## config.mk

```make
export PLATFORM = sky130hd
export DESIGN_NAME = linea_serializer
export DESIGN_NICKNAME = d
export VERILOG_FILES = /design/src/rtl/linea_serializer.sv
export SDC_FILE = /design/constraint.sdc
export NUM_CORES = 1
export LEC_CHECK = 0
export BUFFER_PORTS_ARGS = -buffer_cell sky130_fd_sc_hd__buf_4
export CAP_MARGIN = 20
export CELL_PAD_IN_SITES_DETAIL_PLACEMENT = 0
export CELL_PAD_IN_SITES_GLOBAL_PLACEMENT = 1
export CORE_MARGIN = 1
export CORE_UTILIZATION = 30
export CTS_CLUSTER_DIAMETER = 80
export CTS_CLUSTER_SIZE = 8
export DETAILED_ROUTE_END_ITERATION = 8
export GPL_TIMING_DRIVEN = 0
export PLACE_DENSITY_LB_ADDON = 0.1
export SYNTH_ARGS = -nofsm -noshare
export SYNTH_HDL_FRONTEND = slang
export SYNTH_SLANG_ARGS = --single-unit
```

## constraint.sdc

```tcl
create_clock -name clock -period 2.72 [get_ports clock]
set_input_delay 0.408 -clock clock [delete_from_list [all_inputs] [get_ports clock]]
set_output_delay 0.408 -clock clock [all_outputs]
set_load 0.01 [all_outputs]
```

## src/rtl/linea_serializer.sv

```systemverilog
// Parallel-to-serial feeder for the LINEA line-pattern FSM: MSB-first shift-out with an idle gap per word.
// Optional even-parity bit after the LSB when LINEA_PARITY_EN is defined.
module linea_serializer #(
    parameter int unsigned WIDTH      = 8,
    parameter int unsigned GAP        = 2,
    parameter logic        IDLE_LEVEL = 1'b1
) (
    input  logic             clock,
    input  logic             resetn,
    input  logic [WIDTH-1:0] din,
    input  logic             din_valid,
    output logic             din_ready,
    output logic             LINEA,
    output logic             busy,
    output logic [7:0]       words_sent
);

    localparam int unsigned CNT_W = $clog2(WIDTH);
    localparam int unsigned GAP_W = 4;

    typedef enum logic [1:0] {
        ST_IDLE  = 2'd0,
        ST_SHIFT = 2'd1,
        ST_GAP   = 2'd2
`ifdef LINEA_PARITY_EN
        , ST_PAR = 2'd3
`endif
    } state_t;

    state_t           state;
    logic [WIDTH-1:0] shreg;
    logic [CNT_W-1:0] bitcnt;
    logic [GAP_W-1:0] gapcnt;
    logic             word_end_c;

`ifdef LINEA_PARITY_EN
    logic par_q;

    // Parity is captured at accept because the shift register is consumed while sending.
    always_ff @(posedge clock or negedge resetn) begin
        if (!resetn) begin
            par_q <= 1'b0;
        end else if (state == ST_IDLE && din_valid) begin
            par_q <= ^din;
        end
    end

    assign word_end_c = (state == ST_PAR);
`else
    assign word_end_c = (state == ST_SHIFT) && (bitcnt == '0);
`endif

    assign din_ready = resetn & (state == ST_IDLE);
    assign busy      = (state != ST_IDLE);

    always_ff @(posedge clock or negedge resetn) begin
        if (!resetn) begin
            state      <= ST_IDLE;
            LINEA      <= IDLE_LEVEL;
            shreg      <= '0;
            bitcnt     <= '0;
            gapcnt     <= '0;
            words_sent <= '0;
        end else if (word_end_c) begin
            LINEA      <= IDLE_LEVEL;
            words_sent <= words_sent + 8'd1;
            if (GAP != 0) begin
                state  <= ST_GAP;
                gapcnt <= GAP_W'(GAP - 1);
            end else begin
                state  <= ST_IDLE;
            end
        end else begin
            case (state)
                ST_IDLE: begin
                    if (din_valid) begin
                        LINEA  <= din[WIDTH-1];
                        shreg  <= din << 1;
                        bitcnt <= CNT_W'(WIDTH - 1);
                        state  <= ST_SHIFT;
                    end
                end
                ST_SHIFT: begin
                    if (bitcnt != '0) begin
                        LINEA  <= shreg[WIDTH-1];
                        shreg  <= shreg << 1;
                        bitcnt <= bitcnt - CNT_W'(1);
                    end
`ifdef LINEA_PARITY_EN
                    else begin
                        LINEA <= par_q;
                        state <= ST_PAR;
                    end
`endif
                end
                ST_GAP: begin
                    if (gapcnt == '0) begin
                        state  <= ST_IDLE;
                    end else begin
                        gapcnt <= gapcnt - GAP_W'(1);
                    end
                end
                default: state <= ST_IDLE;
            endcase
        end
    end

endmodule

```

==> results.cfg, run 1 <==
[synth]
syn_avg_cell_area_sq_um = 11.74
synth_top_family_by_area = simple AND/OR/NAND/NOR gates
synth_nets = 128
ys.flop_type = dfrtp_1
async_reset_ff_frac = 1.000
ys_top_cells_by_area = dfrtp_1 (46%), mux2_4 (14%), xnor2_1 (5.3%)
yosysWarnings = 0
synth_xor_xnor_area_share = 0.05328
ys_seq_area_frac = 0.4767
netlist_area_sq_um = 1315
yosysTopAreaCellShare = 0.4567
synth_largest_area_cell = dfrtp_1
synthSimpleGateAreaFrac = 0.1646
synth-edff-count = 0
netlist_instances = 112
synth_mux_area_frac = 0.1446
synth-compound-area-share = 0.06470
synth_seq_cells = 25
yosysUniqueCellTypes = 36
synthAdderAreaFrac = 0.04757

[placed_design]
dp.cells = 183
place_hpwl_mm = 1.661
pre_cts_slack_ps = 937.1
numPortBuffers = 21
post_dp_cell_area_sq_um = 1535
gp_congestion = 0.7490

[sta]
timing.final.crit_share = 0.6550
hold_viol = 0
finalCriticalPeriod_ps = 1781
rsz0062_at_grt = no
setup_viol = 0
max_freq_ghz = 0.5613
worstMarginPinSlew_ps = 479.8
fin_hold_ws_ps = 30.63
relSlewSlack = 0.6794
drv_slew = 0
tns_ps = 0
clock-skew-final_ps = 2.045
worst_slack_ps = 938.5

[critical_path]
start_kind = flop
path_class = reg -> reg
crit_fanout = 7
cp.required_ps = 2880
worst_ep_arrival_time_ps = 1940
end_kind = flop

[clock_network]
cts.sinks = 25
cts_resized = 0
cts_inserted_buffers = 3
cts_root_buf = clkbuf_8
cts_tree = done
h-tree-depth = 1
cts.path.max_buffers = 2
cts_setup_buffers = 0
postCtsHoldBufs = 0
path_clk_slew_ps = 90
clk_latency_ps = 270

[detailed_routing]
via_per_inst = 4.658
drt-total-wl_mm = 2.337
drc = 0
route.antenna.remaining_nets = 0
drtPass1Iterations = 2
drt-wirelength-per-cell_microns = 12.50
vias = 871
drtIter0Drc = 50

[layout]
multiInputGateArea_sq_um = 624.3
seqCellArea_sq_um = 626.9
drive_above_1_share = 0.3358
final_cells = 187
nFillCells = 413
diodes = 0
layout.nets = 154
syn_to_final_growth_pct = 20.27
layout.cell_area.non_filler_sq_um = 1582

[floorplanning]
initial_utilization = 0.3195
dieHeight_microns = 68.21
ios = 22
core_area_sq_um = 4115
rows = 23
fp.dieArea_sq_um = 4652
dieWidth_microns = 68.21

[power]
leakage_nw = 0.7738
ir_drop_mv = 0.3763
p_clk_frac = 0.134
power_frac_seq = 0.391
internal-power_mw = 1.079
p_sw_frac = 0.3457
combPwrFrac = 0.475
switchingPower_uw = 570.1
p_per_area_nw_per_um2 = 1043

[global_route]
grt_pass1_vias = 869
grt_max_degree = 27
grt_usage = 0.1120
grt_pass1_wl_mm = 3.843
grt_overflow_total = 0
antenna_found_initial = 0

[status]
status = completed

[min_path]
hp-class = in -> async

[job]
max_cap_violations = 0
-- sequential cells by signal (all words and copies together) (netlist names) --
name,count
gapcnt,4
bitcnt,3
words_sent,8
state,2
LINEA,1
shreg,7
-- cells by family after synthesis --
logic type,count (synthesis)
AO/OA/AOI/OAI,13
XOR/XNOR,8
adder cells (fa/ha/maj),5
buffers and inverters,12
flip-flops,25
multiplexers,13
AND/OR/NAND/NOR,36
-- power by group through the flow --
stage | combinational [mW] | sequential (mW) | clock [mW]
global route | 0.869 | 0.664 | 0.247
CTS | 0.798 | 0.644 | 0.235
detailed placement | 0.793 | 0.649 | 0
global placement | 0.786 | 0.647 | 0
floorplan | 0.607 | 0.637 | 0
finish | 0.784 | 0.645 | 0.220
-- area by class of cell --
cell class,count,share of cell area
Buffer,4,0.01978
Clock buffer,3,0.02611
Clock inverter,1,0.003165
Inverter,8,0.02057
Multi-Input combinational cell,75,0.3948
Sequential cell,25,0.3964
Tap cell,50,0.03956
Timing Repair Buffer,21,0.09968
-- placed cells by master, fill, tap and decap left out, types with 2 or more instances in the layout --
master | synthesis | layout
mux2_4 | 12 | 12
dfrtp_1 | 24 | 24
o21ai_0 | 5 | 5
nor2_1 | 3 | 3
nand4_1 | 2 | 2
xnor2_1 | 8 | 8
clkbuf_8 | 0 | 3
nand2b_1 | 2 | 2
ha_1 | 5 | 5
nand2_1 | 8 | 8
nand3_1 | 4 | 4
or2_2 | 2 | 2
nor4bb_1 | 2 | 2
buf_6 | 2 | 2
buf_4 | 0 | 21
o2bb2ai_1 | 2 | 2
inv_1 | 7 | 7
nor3_1 | 3 | 3
a21oi_1 | 2 | 2
-- cells in the mapped netlist, drive strengths merged, types with 3 or more instances --
library cell and n:
nand3 4, nor2 3, buf 3, mux2 12
nor3 3, nand2b 3, xnor2 8, dfrtp 24
inv 8, nand2 8, ha 5, o21ai 5
-- routing by layer --
layer / track usage / share of wire / vias to the layer above
met4: 0.03125 / 0.0073 / 0
met5: 0 / 0 / -
met1: 0.1455 / 0.49 / 418
met3: 0.04000 / 0.041 / 2
met2: 0.1740 / 0.46 / 12
li1: - / - / 439
-- path summary, 6_finish.rpt --
check                      slack, ps             to           from  cells past startpoint
setup / recovery                 940       shreg[3]      bitcnt[0]                      6
hold / removal                    30       shreg[5]         resetn                      1
setup reg to reg                 940       shreg[3]      bitcnt[0]                      6
hold reg to reg                  480  words_sent[7]  words_sent[7]                      1
max in group asynchronous       2390          LINEA         resetn                      1
min in group clock               390       shreg[1]         din[0]                      3
-- worst max-delay path, stage by stage (launching register included) --
cell and delay (ps):
dfrtp_1 360, inv_1 60, ha_1 230, nor2b_2 180
a211o_1 380, inv_4 150, mux2_4 310
-- metrics by stage --
stage	util	power, mW
global route	0.3843	1.780
floorplan	-	1.244
global placement	0.3731	1.433
detailed placement	0.3731	1.442
CTS	0.3843	1.677
finish	0.3843	1.649
No activity file was read; power rests on OpenSTA's default activity.
==> inputs of run 2 (changes only) <==
- ABC_AREA: default -> 1
- clock period: 2.72 -> 1.7 ns (I/O delays scaled with it)
==> run 2 against run 1 <==
First-iteration DRC count down 26%. Area after synthesis grew 2.1%. Wire length up 16%. Register-to-register slack got worse by 720 ps. Clock-buffer cell count is 1 higher. Highest routed layer unchanged. Largest cell class unchanged. Cell count increased by 25%. Sequential power up 46%. Via count grew 18%.
==> results.cfg, run 2 <==
[sta]
tns_ps = 0
finalCriticalPeriod_ps = 1512
hold_viol = 0
relSlewSlack = 0.7805
fin_hold_ws_ps = 236.9
drv_slew = 0
timing.final.crit_share = 0.8897
max_freq_ghz = 0.6612
worstMarginPinSlew_ps = 328.0
rsz0062_at_grt = no
clock-skew-final_ps = 6.312
setup_viol = 0

[critical_path]
crit_fanout = 3
cp.required_ps = 1440
crit_path_frequent_cell = nor2_1
start_kind = flop
r2r-end = words_sent[6]
slowest_stage = dfrtp_1
ff2ff_setup_slack_ps = 220
cpPeakStageDelay_ps = 430
r2r-start = bitcnt[0]
end_kind = output pin
cp_cell_sequence = nor2_1, inv_1, nor2_1, buf_4
path_class = reg -> out
reg2reg_depth = 7
worst_ep_arrival_time_ps = 1260

[power]
p_clk_frac = 0.135
leakage_nw = 0.8216
ir_drop_mv = 0.6246
internal-power_mw = 1.531
p_per_area_nw_per_um2 = 1610
power_frac_seq = 0.356
combPwrFrac = 0.509
switchingPower_mw = 1.105
p_sw_frac = 0.4192

[global_route]
busiest_layer = met2
use_met1 = 0.1847
grt_overflow_total = 0
grt_usage = 0.1430
globalRouteMet2Util = 0.2367
antenna_found_initial = 0
grtUsageMet3 = 0.03947
grt_pass1_vias = 1065
grt_max_degree = 25
grt_pass1_wl_mm = 4.912

[min_path]
hp-class = in -> reg
worst_hold_path.endpoint = shreg[1]
hold_start = din[0]
hold_depth = 3

[clock_network]
path_clk_slew_ps = 80
cts_inserted_buffers = 3
postCtsHoldBufs = 2
h-tree-depth = 1
cts.path.max_buffers = 2
cts_root_buf = clkbuf_8
cts.sinks = 25
cts_tree = done
cts_setup_buffers = 0
cts_resized = 0
clk_latency_ps = 270

[placed_design]
place_hpwl_mm = 1.966
dp.cells = 227
gp_congestion = 0.7603
post_dp_cell_area_sq_um = 1563
numPortBuffers = 21

[detailed_routing]
drtPass1Iterations = 4
drt-total-wl_mm = 2.706
route.antenna.remaining_nets = 0
via_per_inst = 4.425
drc = 0
vias = 1031
drtIter0Drc = 37
drt-wirelength-per-cell_microns = 11.61

[synth]
ys_seq_area_frac = 0.4669
netlist_area_sq_um = 1343
synth_largest_area_cell = dfrtp_1
synth_seq_cells = 25
async_reset_ff_frac = 1.000
ys.flop_type = dfrtp_1
synth.most_common_cell = nand2_1
yosysWarnings = 0
netlist_instances = 156
syn_avg_cell_area_sq_um = 8.606
yosysTopAreaCellShare = 0.4473
yosysUniqueCellTypes = 25
synth-edff-count = 0
synth_nets = 172
synth_commonest_cells = nand2_1 (41), dfrtp_1 (24), inv_1 (21)
ys_top_cells_by_area = dfrtp_1 (45%), nand2_1 (11%), inv_1 (5.9%)

[job]
max_cap_violations = 0

[layout]
layout.nets = 200
final_cells = 233
final_cell_mix = nand2_1 (41), dfrtp_1 (24), buf_4 (22), inv_1 (21), nor2_1 (12)
syn_to_final_growth_pct = 21.99
top_regs = words_sent x8, shreg x7, gapcnt x4
nFillCells = 433
largest_register = words_sent
layout.cell_area.non_filler_sq_um = 1638
drive_above_1_share = 0.2678
diodes = 0
final_common_cell = nand2_1
largest_register_ffs = 8

[floorplanning]
dieHeight_microns = 68.90
initial_utilization = 0.3240
core_area_sq_um = 4144
fp.dieArea_sq_um = 4747
rows = 23
dieWidth_microns = 68.90
ios = 22

[status]
status = completed
==> run 2: cell types whose count changed after synthesis, moves of 3 or more <==
cell     previous run  this run
nand3_1             4        11
xnor2_1             8         4
nand2_1             8        41
inv_1               7        21
nor2_1              3        12
nand2_2             0         3
mux2_4             12         0
inv_2               0         4
nor3_1              3         0
o21ai_2             0         7
==> run 2: cells by family (layout without fill, tap and decap cells) <==
kind of cell	Yosys count	in the layout	share of synthesized area
flip-flops	25	25	0.4669
buffers and inverters	27	54	0.09040
AO/OA/AOI/OAI	20	20	0.09971
AND/OR/NAND/NOR	74	74	0.2637
XOR/XNOR	5	5	0.03262
adder cells (fa/ha/maj)	5	5	0.04660
==> run 2: how the worst max path moves through the flow <==
stage | startpoint | endpoint | slack [ps] | cells past startpoint
floorplan | bitcnt[0] | words_sent[6] | 410 | 7
global placement | bitcnt[0] | words_sent[6] | 290 | 7
finish | state[1] | din_ready | 190 | 4
detailed placement | bitcnt[1] | words_sent[6] | 230 | 7
CTS | state[1] | din_ready | 150 | 4
global route | state[1] | din_ready | 70 | 4
==> run 2: power by group through the flow <==
stage                     registers (mW)  logic [mW]  clock network [mW]
after CTS                          0.938        1.37               0.375
final                              0.939        1.34               0.355
after global placement             0.945        1.31                   0
after detailed placement           0.949        1.36                   0
after floorplan                    0.954        1.00                   0
after global routing               0.967        1.55               0.405
==> run 2: routing by layer <==
metal,part of all wire,up-vias
met5,0,-
met4,0.0063,0
met3,0.034,2
met2,0.48,14
met1,0.48,473
li1,-,542
==> run 2: per-stage QoR <==
| stage | setup WS [ps] | util | total power [mW] |
|---|---|---|---|
| after CTS | 148.8 | 0.3952 | 2.688 |
| final | 187.6 | 0.3952 | 2.636 |
| after floorplan | 414.2 | - | 1.955 |
| after detailed placement | 225.0 | 0.3771 | 2.308 |
| after global placement | 286.1 | 0.3771 | 2.259 |
| after global routing | 68.96 | 0.3952 | 2.920 |
==> run 2: critical path, delay by kind of cell (launching register included) <==
| family | cells | cell delay (ps) |
|---|---|---|
| flip-flops | 1 | 430 |
| AND/OR/NAND/NOR | 2 | 340 |
| buffers and inverters | 2 | 220 |
==> run 2: final cells by class <==
| type | count | area, sq um | share of cell area |
|---|---|---|---|
| Timing Repair Buffer | 23 | 187.7 | 0.1146 |
| Multi-Input combinational cell | 104 | 594.3 | 0.3629 |
| Clock buffer | 4 | 45.04 | 0.02750 |
| Sequential cell | 25 | 626.9 | 0.3827 |
| Buffer | 2 | 27.53 | 0.01681 |
| Inverter | 25 | 93.84 | 0.05730 |
| Tap cell | 50 | 62.56 | 0.03820 |
==> inputs of run 3 (changes only) <==
- CTS_BUF_LIST: default -> sky130_fd_sc_hd__clkbuf_16
==> run 3 against run 2 <==
Clock skew is 1.3 ps lower. Wire length grew 0.33%. Fmax is 1.5% higher. Cell area grew 2.1%. Sequential share of layout area decreased by 0.77 points. Non-clock buffer count did not move. Highest routed layer unchanged.
==> results.cfg, run 3 (same netlist as run 2, synthesis figures left out) <==
[floorplanning]
dieWidth_microns = 68.90
dieHeight_microns = 68.90
initial_utilization = 0.3240
rows = 23
ios = 22
fp.dieArea_sq_um = 4747
core_area_sq_um = 4144

[clock_network]
cts_root_buf = clkbuf_16
cts_resized = 0
h-tree-depth = 1
path_clk_slew_ps = 60
cts.sinks = 25
clk_latency_ps = 250
cts_tree = done
cts_inserted_buffers = 3
cts.path.max_buffers = 2

[sta]
clock-skew-final_ps = 5.060
timing.final.crit_share = 0.8769
drv_slew = 0
setup_viol = 0
max_freq_ghz = 0.6708
relSlewSlack = 0.7796
worstMarginPinSlew_ps = 329.4
tns_ps = 0
worst_slack_ps = 209.4
hold_viol = 0
finalCriticalPeriod_ps = 1491
rsz0062_at_grt = no

[global_route]
grt_max_degree = 25
grt_pass1_wl_mm = 4.892
grt_pass1_vias = 1052
antenna_found_initial = 0
grt_overflow_total = 0
grt_usage = 0.1420

[detailed_routing]
route.antenna.remaining_nets = 0
drt-wirelength-per-cell_microns = 11.65
vias = 1030
via_per_inst = 4.421
drtPass1Iterations = 4
drt-total-wl_mm = 2.715
drtIter0Drc = 31
drc = 0

[layout]
final_common_cell = nand2_1
diodes = 0
final_cells = 233
nFillCells = 428
final_cell_mix = nand2_1 (41), dfrtp_1 (24), inv_1 (22), buf_4 (22), nor2_1 (12)
layout.nets = 200
largest_register_ffs = 8
top_regs = words_sent x8, shreg x7, gapcnt x4
layout.cell_area.non_filler_sq_um = 1672
largest_register = words_sent
syn_to_final_growth_pct = 24.51
drive_above_1_share = 0.2678

[critical_path]
worst_ep_arrival_time_ps = 1240
crit_fanout = 3
cp.required_ps = 1440
start_kind = flop
reg2reg_depth = 7
path_class = reg -> out
end_kind = output pin

[placed_design]
pre_cts_slack_ps = 225.0
gp_congestion = 0.7603
post_dp_cell_area_sq_um = 1563
place_hpwl_mm = 1.966
numPortBuffers = 21
dp.cells = 227

[power]
p_per_area_nw_per_um2 = 1672
ir_drop_mv = 0.7869
leakage_nw = 0.8411

[status]
status = completed

[min_path]
hold_depth = 3
hp-class = in -> reg

[job]
max_cap_violations = 0
## run 3: cell count changes in the layout (fill, tap and decap cells not counted)
| cell | delta |
|---|---|
| clkbuf_1 | -1 |
| clkbuf_16 | +3 |
| inv_1 | +1 |
| clkbuf_8 | -3 |
## run 3: per-layer routing
metal,GRT usage,vias up,part of all wire
li1,-,544,-
met5,0,-,0
met1,0.1838,472,0.48
met4,0.02296,0,0.0063
met2,0.2379,12,0.49
met3,0.03947,2,0.032
## run 3: critical path, stage by stage (launching register included)
cell and delay (ps):
dfrtp_1 420, nor2_1 240, inv_1 100, nor2_1 100
buf_4 120
## run 3: cell type report
class,instances,area [sq um],area share
flip-flops and latches,25,626.9,0.3750
multi-input cells,104,594.3,0.3555
repair buffers,23,187.7,0.1123
inverters,25,93.84,0.05614
clock buffers,3,75.07,0.04491
well taps,50,62.56,0.03743
plain buffers,2,27.53,0.01647
clock inverters,1,3.754,0.002246
## run 3: where the power goes
group / internal, mW / switching [mW] / total (mW)
combinational: 0.550 / 0.797 / 1.35
sequential: 0.816 / 0.124 / 0.940
clock: 0.314 / 0.194 / 0.508
## run 3: final timing paths
check / start / end / slack (ps)
worst min register to register: bitcnt[0] / bitcnt[0] / 490
worst max-delay path: state[1] / din_ready / 210
worst min-delay path: din[0] / shreg[1] / 250
worst max register to register: bitcnt[0] / words_sent[6] / 210
max in group asynchronous: resetn / words_sent[0] / 1040
min in group asynchronous: resetn / shreg[7] / 510
## run 3: through the flow
step / hold slack, ps / util / total power, mW
4_1_cts: 246.9 / 0.4034 / 2.851
3_3_place_gp: 187.0 / 0.3771 / 2.259
6_report: 251.8 / 0.4034 / 2.795
3_5_place_dp: 192.5 / 0.3771 / 2.308
2_1_floorplan: -40.59 / - / 1.955
5_1_grt: 252.9 / 0.4034 / 3.079
## run 3: repair_timing
action / 4_1_cts / 5_1_grt
endpoints found under the hold margin: 24 / 0
hold buffers: 2 / 0
setup buffers: 0 / 0
